`src/rtl/rv32_pkg.sv`:
```
// -----------------------------------------------------------------------------
// rv32_pkg
// Shared RV32I decode definitions used by the decode and execute stages:
//   - base opcode constants
//   - imm_fmt_t : immediate encoding format of an instruction
//   - imm_fmt() : opcode -> immediate format
//   - is_legal(): opcode belongs to the RV32I base set (incl. FENCE/SYSTEM)
//   - gen_imm() : sign-extended immediate for a full instruction word
// -----------------------------------------------------------------------------
package rv32_pkg;

  localparam logic [6:0] OP_IMM = 7'b0010011;
  localparam logic [6:0] OP     = 7'b0110011;
  localparam logic [6:0] LOAD   = 7'b0000011;
  localparam logic [6:0] STORE  = 7'b0100011;
  localparam logic [6:0] BRANCH = 7'b1100011;
  localparam logic [6:0] JAL    = 7'b1101111;
  localparam logic [6:0] JALR   = 7'b1100111;
  localparam logic [6:0] LUI    = 7'b0110111;
  localparam logic [6:0] AUIPC  = 7'b0010111;
  localparam logic [6:0] FENCE  = 7'b0001111;
  localparam logic [6:0] SYSTEM = 7'b1110011;

  typedef enum logic [2:0] {FMT_R, FMT_I, FMT_S, FMT_B, FMT_U, FMT_J} imm_fmt_t;

  // FENCE/SYSTEM and unknown opcodes fall into FMT_R, which yields a zero
  // immediate.
  function automatic imm_fmt_t imm_fmt(input logic [6:0] op);
    imm_fmt_t fmt;
    case (op)
      OP_IMM, LOAD, JALR: fmt = FMT_I;
      STORE:              fmt = FMT_S;
      BRANCH:             fmt = FMT_B;
      LUI, AUIPC:         fmt = FMT_U;
      JAL:                fmt = FMT_J;
      default:            fmt = FMT_R;
    endcase
    return fmt;
  endfunction

  function automatic logic is_legal(input logic [6:0] op);
    logic ok;
    case (op)
      OP_IMM, OP, LOAD, STORE, BRANCH, JAL, JALR, LUI, AUIPC, FENCE, SYSTEM: ok = 1'b1;
      default: ok = 1'b0;
    endcase
    return ok;
  endfunction

  function automatic logic [31:0] gen_imm(input logic [31:0] instr);
    logic [31:0] imm;
    case (imm_fmt(instr[6:0]))
      FMT_I:   imm = {{20{instr[31]}}, instr[31:20]};
      FMT_S:   imm = {{20{instr[31]}}, instr[31:25], instr[11:7]};
      FMT_B:   imm = {{19{instr[31]}}, instr[31], instr[7], instr[30:25], instr[11:8], 1'b0};
      FMT_U:   imm = {instr[31:12], 12'b0};
      FMT_J:   imm = {{11{instr[31]}}, instr[31], instr[19:12], instr[20], instr[30:21], 1'b0};
      default: imm = 32'b0;
    endcase
    return imm;
  endfunction

endpackage

```
`src/rtl/id_stage_if.sv`:
```
// -----------------------------------------------------------------------------
// id_stage_if
// Bus bundle around the decode stage:
//   fetch side   : if_valid, if_ready, if_instr, if_pc, flush
//   write-back   : wb_en, wb_rd, wb_data
//   execute side : ex_valid, ex_ready, ex_* decoded fields
// Modports: master = environment (fetch/WB/execute), slave = id_stage.
// -----------------------------------------------------------------------------
interface id_stage_if #(
  parameter int XLEN = 32
);
  logic            if_valid;
  logic            if_ready;
  logic [31:0]     if_instr;
  logic [31:0]     if_pc;
  logic            flush;
  logic            wb_en;
  logic [4:0]      wb_rd;
  logic [XLEN-1:0] wb_data;
  logic            ex_valid;
  logic            ex_ready;
  logic [XLEN-1:0] ex_rs1_data;
  logic [XLEN-1:0] ex_rs2_data;
  logic [31:0]     ex_imm;
  logic [4:0]      ex_rd;
  logic [6:0]      ex_opcode;
  logic [2:0]      ex_funct3;
  logic [6:0]      ex_funct7;
  logic [31:0]     ex_pc;
  logic            ex_illegal;

  modport master (
    output if_valid, if_instr, if_pc, flush, wb_en, wb_rd, wb_data, ex_ready,
    input  if_ready, ex_valid, ex_rs1_data, ex_rs2_data, ex_imm, ex_rd,
           ex_opcode, ex_funct3, ex_funct7, ex_pc, ex_illegal
  );

  modport slave (
    input  if_valid, if_instr, if_pc, flush, wb_en, wb_rd, wb_data, ex_ready,
    output if_ready, ex_valid, ex_rs1_data, ex_rs2_data, ex_imm, ex_rd,
           ex_opcode, ex_funct3, ex_funct7, ex_pc, ex_illegal
  );
endinterface

```
`src/rtl/id_stage_regfile.sv`:
```
// -----------------------------------------------------------------------------
// regfile_2r1w
// Integer register file: 2 combinational read ports, 1 synchronous write port.
// x0 is not stored and always reads 0; writes to x0 are dropped.
// Ports:
//   clk, rst_n          : clock, asynchronous active-low reset (clears all regs)
//   i_we/i_waddr/i_wdata: write port
//   i_raddr1/o_rdata1   : read port 1
//   i_raddr2/o_rdata2   : read port 2
// -----------------------------------------------------------------------------
module regfile_2r1w #(
  parameter int XLEN  = 32,
  parameter int NREGS = 32,
  localparam int AW   = $clog2(NREGS)
) (
  input  logic            clk,
  input  logic            rst_n,
  input  logic            i_we,
  input  logic [AW-1:0]   i_waddr,
  input  logic [XLEN-1:0] i_wdata,
  input  logic [AW-1:0]   i_raddr1,
  input  logic [AW-1:0]   i_raddr2,
  output logic [XLEN-1:0] o_rdata1,
  output logic [XLEN-1:0] o_rdata2
);

  // Entry 0 is intentionally absent; the read muxes supply the zero.
  logic [XLEN-1:0] r_regs [1:NREGS-1];

  always_ff @(posedge clk or negedge rst_n) begin
    if (!rst_n) begin
      for (int i = 1; i < NREGS; i++) begin
        r_regs[i] <= '0;
      end
    end else if (i_we && (i_waddr != '0)) begin
      r_regs[i_waddr] <= i_wdata;
    end
  end

  assign o_rdata1 = (i_raddr1 == '0) ? '0 : r_regs[i_raddr1];
  assign o_rdata2 = (i_raddr2 == '0) ? '0 : r_regs[i_raddr2];

endmodule

```
`src/rtl/id_stage.sv`:
```
// -----------------------------------------------------------------------------
// id_stage
// RV32I decode stage. Reads operands from the register file (with write-back
// bypass), generates the immediate and destination, flags illegal opcodes and
// registers the result in the ID/EX pipeline register.
// Ports:
//   clk   : clock, rising edge
//   rst_n : asynchronous active-low reset
//   bus   : id_stage_if.slave (fetch handshake, flush, write-back port,
//           ID/EX handshake and decoded bundle)
// -----------------------------------------------------------------------------
module id_stage
  import rv32_pkg::*;
#(
  parameter int XLEN  = 32,
  parameter int NREGS = 32
) (
  input  logic         clk,
  input  logic         rst_n,
  id_stage_if.slave    bus
);

  logic [4:0]      w_rs1_addr;
  logic [4:0]      w_rs2_addr;
  logic [XLEN-1:0] w_rf_rs1;
  logic [XLEN-1:0] w_rf_rs2;
  logic [XLEN-1:0] w_rs1_data;
  logic [XLEN-1:0] w_rs2_data;
  logic [6:0]      w_opcode;
  logic            w_legal;
  imm_fmt_t        w_fmt;
  logic [4:0]      w_rd;
  logic            w_if_ready;
  logic            w_capture;

  logic            r_ex_valid;
  logic [XLEN-1:0] r_rs1_data;
  logic [XLEN-1:0] r_rs2_data;
  logic [31:0]     r_imm;
  logic [4:0]      r_rd;
  logic [6:0]      r_opcode;
  logic [2:0]      r_funct3;
  logic [6:0]      r_funct7;
  logic [31:0]     r_pc;
  logic            r_illegal;

  assign w_rs1_addr = bus.if_instr[19:15];
  assign w_rs2_addr = bus.if_instr[24:20];

  regfile_2r1w #(
    .XLEN  (XLEN),
    .NREGS (NREGS)
  ) u_regfile (
    .clk      (clk),
    .rst_n    (rst_n),
    .i_we     (bus.wb_en),
    .i_waddr  (bus.wb_rd),
    .i_wdata  (bus.wb_data),
    .i_raddr1 (w_rs1_addr),
    .i_raddr2 (w_rs2_addr),
    .o_rdata1 (w_rf_rs1),
    .o_rdata2 (w_rf_rs2)
  );

  // Write-through: a write landing on the same edge as the capture must be
  // visible in the captured operand, since the array only updates at that edge.
  assign w_rs1_data = (bus.wb_en && (bus.wb_rd == w_rs1_addr) && (w_rs1_addr != 5'd0))
                      ? bus.wb_data : w_rf_rs1;
  assign w_rs2_data = (bus.wb_en && (bus.wb_rd == w_rs2_addr) && (w_rs2_addr != 5'd0))
                      ? bus.wb_data : w_rf_rs2;

  assign w_opcode = bus.if_instr[6:0];
  assign w_legal  = is_legal(w_opcode);
  assign w_fmt    = imm_fmt(w_opcode);

  // Stores, branches and illegal opcodes write no register.
  assign w_rd = (!w_legal || (w_fmt == FMT_S) || (w_fmt == FMT_B))
                ? 5'd0 : bus.if_instr[11:7];

  assign w_if_ready = !r_ex_valid || bus.ex_ready;
  assign w_capture  = bus.if_valid && w_if_ready && !bus.flush;

  always_ff @(posedge clk or negedge rst_n) begin
    if (!rst_n) begin
      r_ex_valid <= 1'b0;
      r_rs1_data <= '0;
      r_rs2_data <= '0;
      r_imm      <= '0;
      r_rd       <= '0;
      r_opcode   <= '0;
      r_funct3   <= '0;
      r_funct7   <= '0;
      r_pc       <= '0;
      r_illegal  <= 1'b0;
    end else if (bus.flush) begin
      r_ex_valid <= 1'b0;
    end else if (w_capture) begin
      r_ex_valid <= 1'b1;
      r_rs1_data <= w_rs1_data;
      r_rs2_data <= w_rs2_data;
      r_imm      <= gen_imm(bus.if_instr);
      r_rd       <= w_rd;
      r_opcode   <= w_opcode;
      r_funct3   <= bus.if_instr[14:12];
      r_funct7   <= bus.if_instr[31:25];
      r_pc       <= bus.if_pc;
      r_illegal  <= !w_legal;
    end else if (bus.ex_ready) begin
      // Consumed with nothing new behind it; data fields keep stale values.
      r_ex_valid <= 1'b0;
    end
  end

  assign bus.if_ready    = w_if_ready;
  assign bus.ex_valid    = r_ex_valid;
  assign bus.ex_rs1_data = r_rs1_data;
  assign bus.ex_rs2_data = r_rs2_data;
  assign bus.ex_imm      = r_imm;
  assign bus.ex_rd       = r_rd;
  assign bus.ex_opcode   = r_opcode;
  assign bus.ex_funct3   = r_funct3;
  assign bus.ex_funct7   = r_funct7;
  assign bus.ex_pc       = r_pc;
  assign bus.ex_illegal  = r_illegal;

endmodule

```
`src/flat_wrapper.sv`:
```
// flat-port wrapper written by rule: the top's interface ports become plain ports
module id_stage_flat import rv32_pkg::*;
#(
  parameter int XLEN  = 32,
  parameter int NREGS = 32
)
  (clk, rst_n, bus_if_valid, bus_if_instr, bus_if_pc, bus_flush, bus_wb_en, bus_wb_rd, bus_wb_data, bus_ex_ready, bus_if_ready, bus_ex_valid, bus_ex_rs1_data, bus_ex_rs2_data, bus_ex_imm, bus_ex_rd, bus_ex_opcode, bus_ex_funct3, bus_ex_funct7, bus_ex_pc, bus_ex_illegal);
  id_stage_if #(.XLEN(XLEN)) bus_i ();
  input  logic clk;
  input  logic rst_n;
  input wire logic [$bits(bus_i.if_valid)-1:0] bus_if_valid;
  input wire logic [$bits(bus_i.if_instr)-1:0] bus_if_instr;
  input wire logic [$bits(bus_i.if_pc)-1:0] bus_if_pc;
  input wire logic [$bits(bus_i.flush)-1:0] bus_flush;
  input wire logic [$bits(bus_i.wb_en)-1:0] bus_wb_en;
  input wire logic [$bits(bus_i.wb_rd)-1:0] bus_wb_rd;
  input wire logic [$bits(bus_i.wb_data)-1:0] bus_wb_data;
  input wire logic [$bits(bus_i.ex_ready)-1:0] bus_ex_ready;
  output wire logic [$bits(bus_i.if_ready)-1:0] bus_if_ready;
  output wire logic [$bits(bus_i.ex_valid)-1:0] bus_ex_valid;
  output wire logic [$bits(bus_i.ex_rs1_data)-1:0] bus_ex_rs1_data;
  output wire logic [$bits(bus_i.ex_rs2_data)-1:0] bus_ex_rs2_data;
  output wire logic [$bits(bus_i.ex_imm)-1:0] bus_ex_imm;
  output wire logic [$bits(bus_i.ex_rd)-1:0] bus_ex_rd;
  output wire logic [$bits(bus_i.ex_opcode)-1:0] bus_ex_opcode;
  output wire logic [$bits(bus_i.ex_funct3)-1:0] bus_ex_funct3;
  output wire logic [$bits(bus_i.ex_funct7)-1:0] bus_ex_funct7;
  output wire logic [$bits(bus_i.ex_pc)-1:0] bus_ex_pc;
  output wire logic [$bits(bus_i.ex_illegal)-1:0] bus_ex_illegal;
  assign bus_i.if_valid = bus_if_valid;
  assign bus_i.if_instr = bus_if_instr;
  assign bus_i.if_pc = bus_if_pc;
  assign bus_i.flush = bus_flush;
  assign bus_i.wb_en = bus_wb_en;
  assign bus_i.wb_rd = bus_wb_rd;
  assign bus_i.wb_data = bus_wb_data;
  assign bus_i.ex_ready = bus_ex_ready;
  assign bus_if_ready = bus_i.if_ready;
  assign bus_ex_valid = bus_i.ex_valid;
  assign bus_ex_rs1_data = bus_i.ex_rs1_data;
  assign bus_ex_rs2_data = bus_i.ex_rs2_data;
  assign bus_ex_imm = bus_i.ex_imm;
  assign bus_ex_rd = bus_i.ex_rd;
  assign bus_ex_opcode = bus_i.ex_opcode;
  assign bus_ex_funct3 = bus_i.ex_funct3;
  assign bus_ex_funct7 = bus_i.ex_funct7;
  assign bus_ex_pc = bus_i.ex_pc;
  assign bus_ex_illegal = bus_i.ex_illegal;
  id_stage #(.XLEN(XLEN), .NREGS(NREGS)) u_core (.clk(clk), .rst_n(rst_n), .bus(bus_i));
endmodule
```
`config.mk`:
```
export PLATFORM = sky130hd
export DESIGN_NAME = id_stage_flat
export DESIGN_NICKNAME = d
export VERILOG_FILES = /design/src/rtl/rv32_pkg.sv /design/src/rtl/id_stage_if.sv /design/src/rtl/id_stage_regfile.sv /design/src/rtl/id_stage.sv /design/src/flat_wrapper.sv
export SDC_FILE = /design/constraint.sdc
export NUM_CORES = 2
export LEC_CHECK = 0
export BUFFER_PORTS_ARGS = -buffer_cell sky130_fd_sc_hd__buf_2
export CORE_UTILIZATION = 45
export CTS_CLUSTER_DIAMETER = 80
export CTS_CLUSTER_SIZE = 40
export DETAILED_ROUTE_END_ITERATION = 10
export PLACE_DENSITY = 0.72
export SLEW_MARGIN = 20
export SYNTH_ARGS = -nofsm -noshare
export SYNTH_HDL_FRONTEND = slang
export SYNTH_SLANG_ARGS = --single-unit
export TNS_END_PERCENT = 20
```
`constraint.sdc`:
```
create_clock -name clk -period 1.9 [get_ports clk]
set_input_delay 0.19 -clock clk [delete_from_list [all_inputs] [get_ports clk]]
set_output_delay 0.19 -clock clk [all_outputs]
set_load 0.03 [all_outputs]
```
==> flow_metrics.py <==
metrics = {
    "status": {
        "status": "complete, but fails checks",
        "violations": "negative setup slack",
    },
    "min_path": {
        "hold_depth": 3,
        "hold_class": "input port to flop",
        "hp-start": "bus_wb_data[10]",
        "hold_end": "u_core.bus.ex_rs1_data[10]$_DFFE_PN0P_",
    },
    "final_layout": {
        "final_nets": 4597,
        "drive_above_1_share": 0.549,
        "multiInputGateArea_um2": 28600,
        "fillCellCount": 10458,
        "design_area_um2": 69100,
        "final-seq-area_um2": 28600,
        "syn_to_final_growth_pct": 17.6,
        "post-route-util": 0.533,
    },
    "cts": {
        "path_clk_slew_ns": 0.16,
        "cts_tree": "done",
        "cts_buffer_depth": 3,
        "root_buffer": "clkbuf_16",
        "clock_sinks": 1144,
        "htreeDepth": 2,
        "cts_inserted_buffers": 48,
        "clkLatencyLatePin_ns": 0.75,
    },
    "timing": {
        "final.setup.worst_slack_ns": -0.0329,
        "skew_ns": 0.0707,
        "drv_slew": 0,
        "rsz0062_at_grt": "true",
        "timing.fmax_mhz": 517,
        "setup_tns_ns": -0.0329,
        "max_slew.worst_pin.slew_ns": 1.11,
        "relSlewSlack": 0.260,
        "period_share": 1.02,
        "hold_viol": 0,
        "min_period_ns": 1.93,
        "finalSetupViolCount": 1,
    },
    "critical_path": {
        "critPathCaptureType": "flop",
        "critical_path_buf_inv_count": 4,
        "slowest_stage": "dlygate4sd3_1",
        "timing.rr.end": "u_core.bus.ex_rs2_data[30]$_DFFE_PN0P_",
        "path_depth": 9,
        "r2r_slack_ns": 0,
        "r2r_cells": 4,
        "path_cells": "dlygate4sd3_1, buf_2, xnor2_1, nand4_1, buf_4, o21a_2, buf_4, o21ai_0, a31oi_1",
        "cp.required_ns": 2.52,
        "r2r_start": "u_core.u_regfile.r_regs[894]$_DFFE_PN0P_",
        "criticalPathCategory": "input port to flop",
        "worstPathArrival_ns": 2.55,
        "cp_top_family": "buffers and inverters",
        "cp_max_fo": 12,
        "cp-start-kind": "input port",
        "crit_path_max_incr_delay_ns": 0.54,
        "cpMostUsedCell": "buf_4",
    },
    "yosys": {
        "synth_edf_count": 0,
        "ys_warn_count": 0,
        "synth_area_um2": 58700,
        "synth.most_common_cell": "dfrtp_1",
        "ys_seq_area_frac": 0.487,
        "ys_seq_elements": 1144,
        "synth_common_cells": "dfrtp_1, mux2_2, mux4_2, clkbuf_1, nand2_1",
        "ys_types": 51,
        "synth_top_area_frac": 0.487,
        "synthCells": 4048,
        "synth-main-ff-cell": "dfrtp_1",
        "synth_largest_area_cell": "dfrtp_1",
        "synth_area_leaders": "dfrtp_1, mux2_2, mux4_2",
        "synth_nets": 4155,
        "postSynthAreaPerCell_um2": 14.5,
        "async_flop_share": 1.00,
    },
    "global_routing": {
        "antenna_found_initial": 11,
        "grt_pass1_vias": 41416,
        "grt.total_usage": 0.293,
        "grt_max_degree": 108,
        "grt_pass1_wl_um": 285000,
        "overflow": 0,
    },
    "drt": {
        "drc": 0,
        "vias": 41111,
        "wl_met2_um": 86600,
        "wl_met3_um": 20900,
        "drtIter0Drc": 5032,
        "wl_per_cell_um": 30.7,
        "ant_nets": 0,
        "drtPass1Iterations": 7,
        "routed_via_density": 6.55,
        "wl_um": 193000,
        "topRoutingLayerUsed": "met5",
        "met1Wirelength_um": 76700,
    },
    "run": {
        "cap_violations": 0,
    },
    "power_and_ir_drop": {
        "p_int_mw": 44.1,
        "p_clk_frac": 0.234,
        "peakVddDrop_mv": 0.792,
        "leakagePower_nw": 30.4,
        "power_density_nw_per_um2": 924,
        "p_seq_frac": 0.513,
        "p_switching_mw": 19.8,
        "comb_power_share": 0.253,
        "swShare": 0.309,
    },
    "die": {
        "die_area_um2": 132000,
        "row_count": 132,
        "core_um2": 129000,
        "die_x_um": 363,
        "start_util": 0.454,
        "chipHeight_um": 363,
        "ios": 260,
    },
    "place": {
        "portBuffers": 259,
        "dpl.hpwl_um": 128000,
        "gp_congestion": 0.905,
        "place_ws_ns": -0.513,
        "placed_cell_area_um2": 66400,
    },
}
[cell families (layout without fill, tap and decap cells)]
group                     Yosys count  count (layout)  synth area share
muxes                            1608            1608             0.400
DFF                              1144            1144             0.487
and+or+nand+nor                   486             486            0.0362
buffers and inverters             424             902            0.0303
AOI/OAI and AO/OA                 376             376            0.0441
xor gates and xnor gates           10              10           0.00149
other                               0               5                 0
[worst max path at each step]
stage / startpoint / to / slack, ns
after floorplan: bus_if_instr[20] / u_core.bus.ex_rs2_data[0]$_DFFE_PN0P_ / -0.06
after global placement: bus_if_instr[20] / u_core.bus.ex_rs2_data[21]$_DFFE_PN0P_ / -0.47
after detailed placement: bus_if_instr[20] / u_core.bus.ex_rs2_data[28]$_DFFE_PN0P_ / -0.51
after CTS: u_core.u_regfile.r_regs[894]$_DFFE_PN0P_ / u_core.bus.ex_rs2_data[30]$_DFFE_PN0P_ / 0.004
after global routing: u_core.u_regfile.r_regs[419]$_DFFE_PN0P_ / u_core.bus.ex_rs2_data[3]$_DFFE_PN0P_ / -0.06
final: bus_if_instr[18] / u_core.bus.ex_rs1_data[29]$_DFFE_PN0P_ / -0.03
[cells in the final DEF (no fill, tap or decap), drive strengths merged, types with 6 or more instances in the layout]
master       netlist  routed
a22oi              6       6
a31oi             32      32
o21ai             71      71
dfrtp           1144    1144
clkbuf           255      53
clkinv             0      15
xnor2             10      10
mux2            1118    1118
dlygate4sd3        0      64
a22o              67      67
a222oi            26      26
inv                5      22
nor3              35      35
nand2b             6       6
buf              164     746
nor2             125     125
o22ai             63      63
nor2b              8       8
mux2i              9       9
a221oi            36      36
mux4             481     481
or4               32      32
a21oi             58      58
nand2            247     247
[per-stage QoR]
stage,hold WS [ns],std cells,power [mW]
floorplan,-0.106,4048,42.9
global placement,0.122,6108,48.3
detailed placement,0.126,6108,48.9
CTS,0.00233,6266,63.8
global route,0.0636,6269,66.4
finish,0.0448,6273,63.8
[tightest hold or removal path, stage by stage]
cell	delay, ns
buf_2	0.28
a21oi_1	0.21
a31oi_1	0.10
[sequential cells by signal, summed over array words and instances (netlist names)]
name	count
u_core.bus.ex_rs2_data	32
u_core.bus.ex_rd	5
u_core.bus.ex_valid	1
u_core.bus.ex_illegal	1
u_core.bus.ex_pc	32
u_core.bus.ex_funct3	3
u_core.bus.ex_funct7	7
u_core.bus.ex_rs1_data	32
u_core.bus.ex_imm	32
u_core.u_regfile.r_regs	992
u_core.bus.ex_opcode	7
[power by group through the flow]
stage	clock network (mW)	logic, mW	registers [mW]
after floorplan	0	10.4	32.5
after global placement	0	15.4	32.8
after detailed placement	0	15.9	33.0
after CTS	15.2	16.1	32.5
after global routing	16.0	17.2	33.2
final	15.0	16.2	32.7
[routing by layer]
| layer | track usage | vias to the layer above |
|---|---|---|
| met5 | 0 | - |
| li1 | - | 16347 |
| met2 | 0.438 | 2413 |
| met4 | 0.114 | 6 |
| met3 | 0.0780 | 457 |
| met1 | 0.408 | 21888 |
[repair_timing]
action | in CTS | in global routing
endpoints found under the hold margin | 846 | 0
setup endpoints to repair | 2 | 29
gates resized for setup | 0 | 1
hold buffers | 64 | 0
buffers inserted | 8 | 2
pin swaps | 2 | 25
[layout make-up]
| class | count | share of cell area |
|---|---|---|
| antenna | 5 | 0.000181 |
| clock buffer | 52 | 0.0184 |
| clock inverter | 34 | 0.00904 |
| inverter | 5 | 0.000272 |
| multi-input combinational | 2480 | 0.414 |
| sequential | 1144 | 0.414 |
| tap | 1742 | 0.0316 |
| timing repair buffer | 811 | 0.112 |
(Power assumes the default switching activity.)
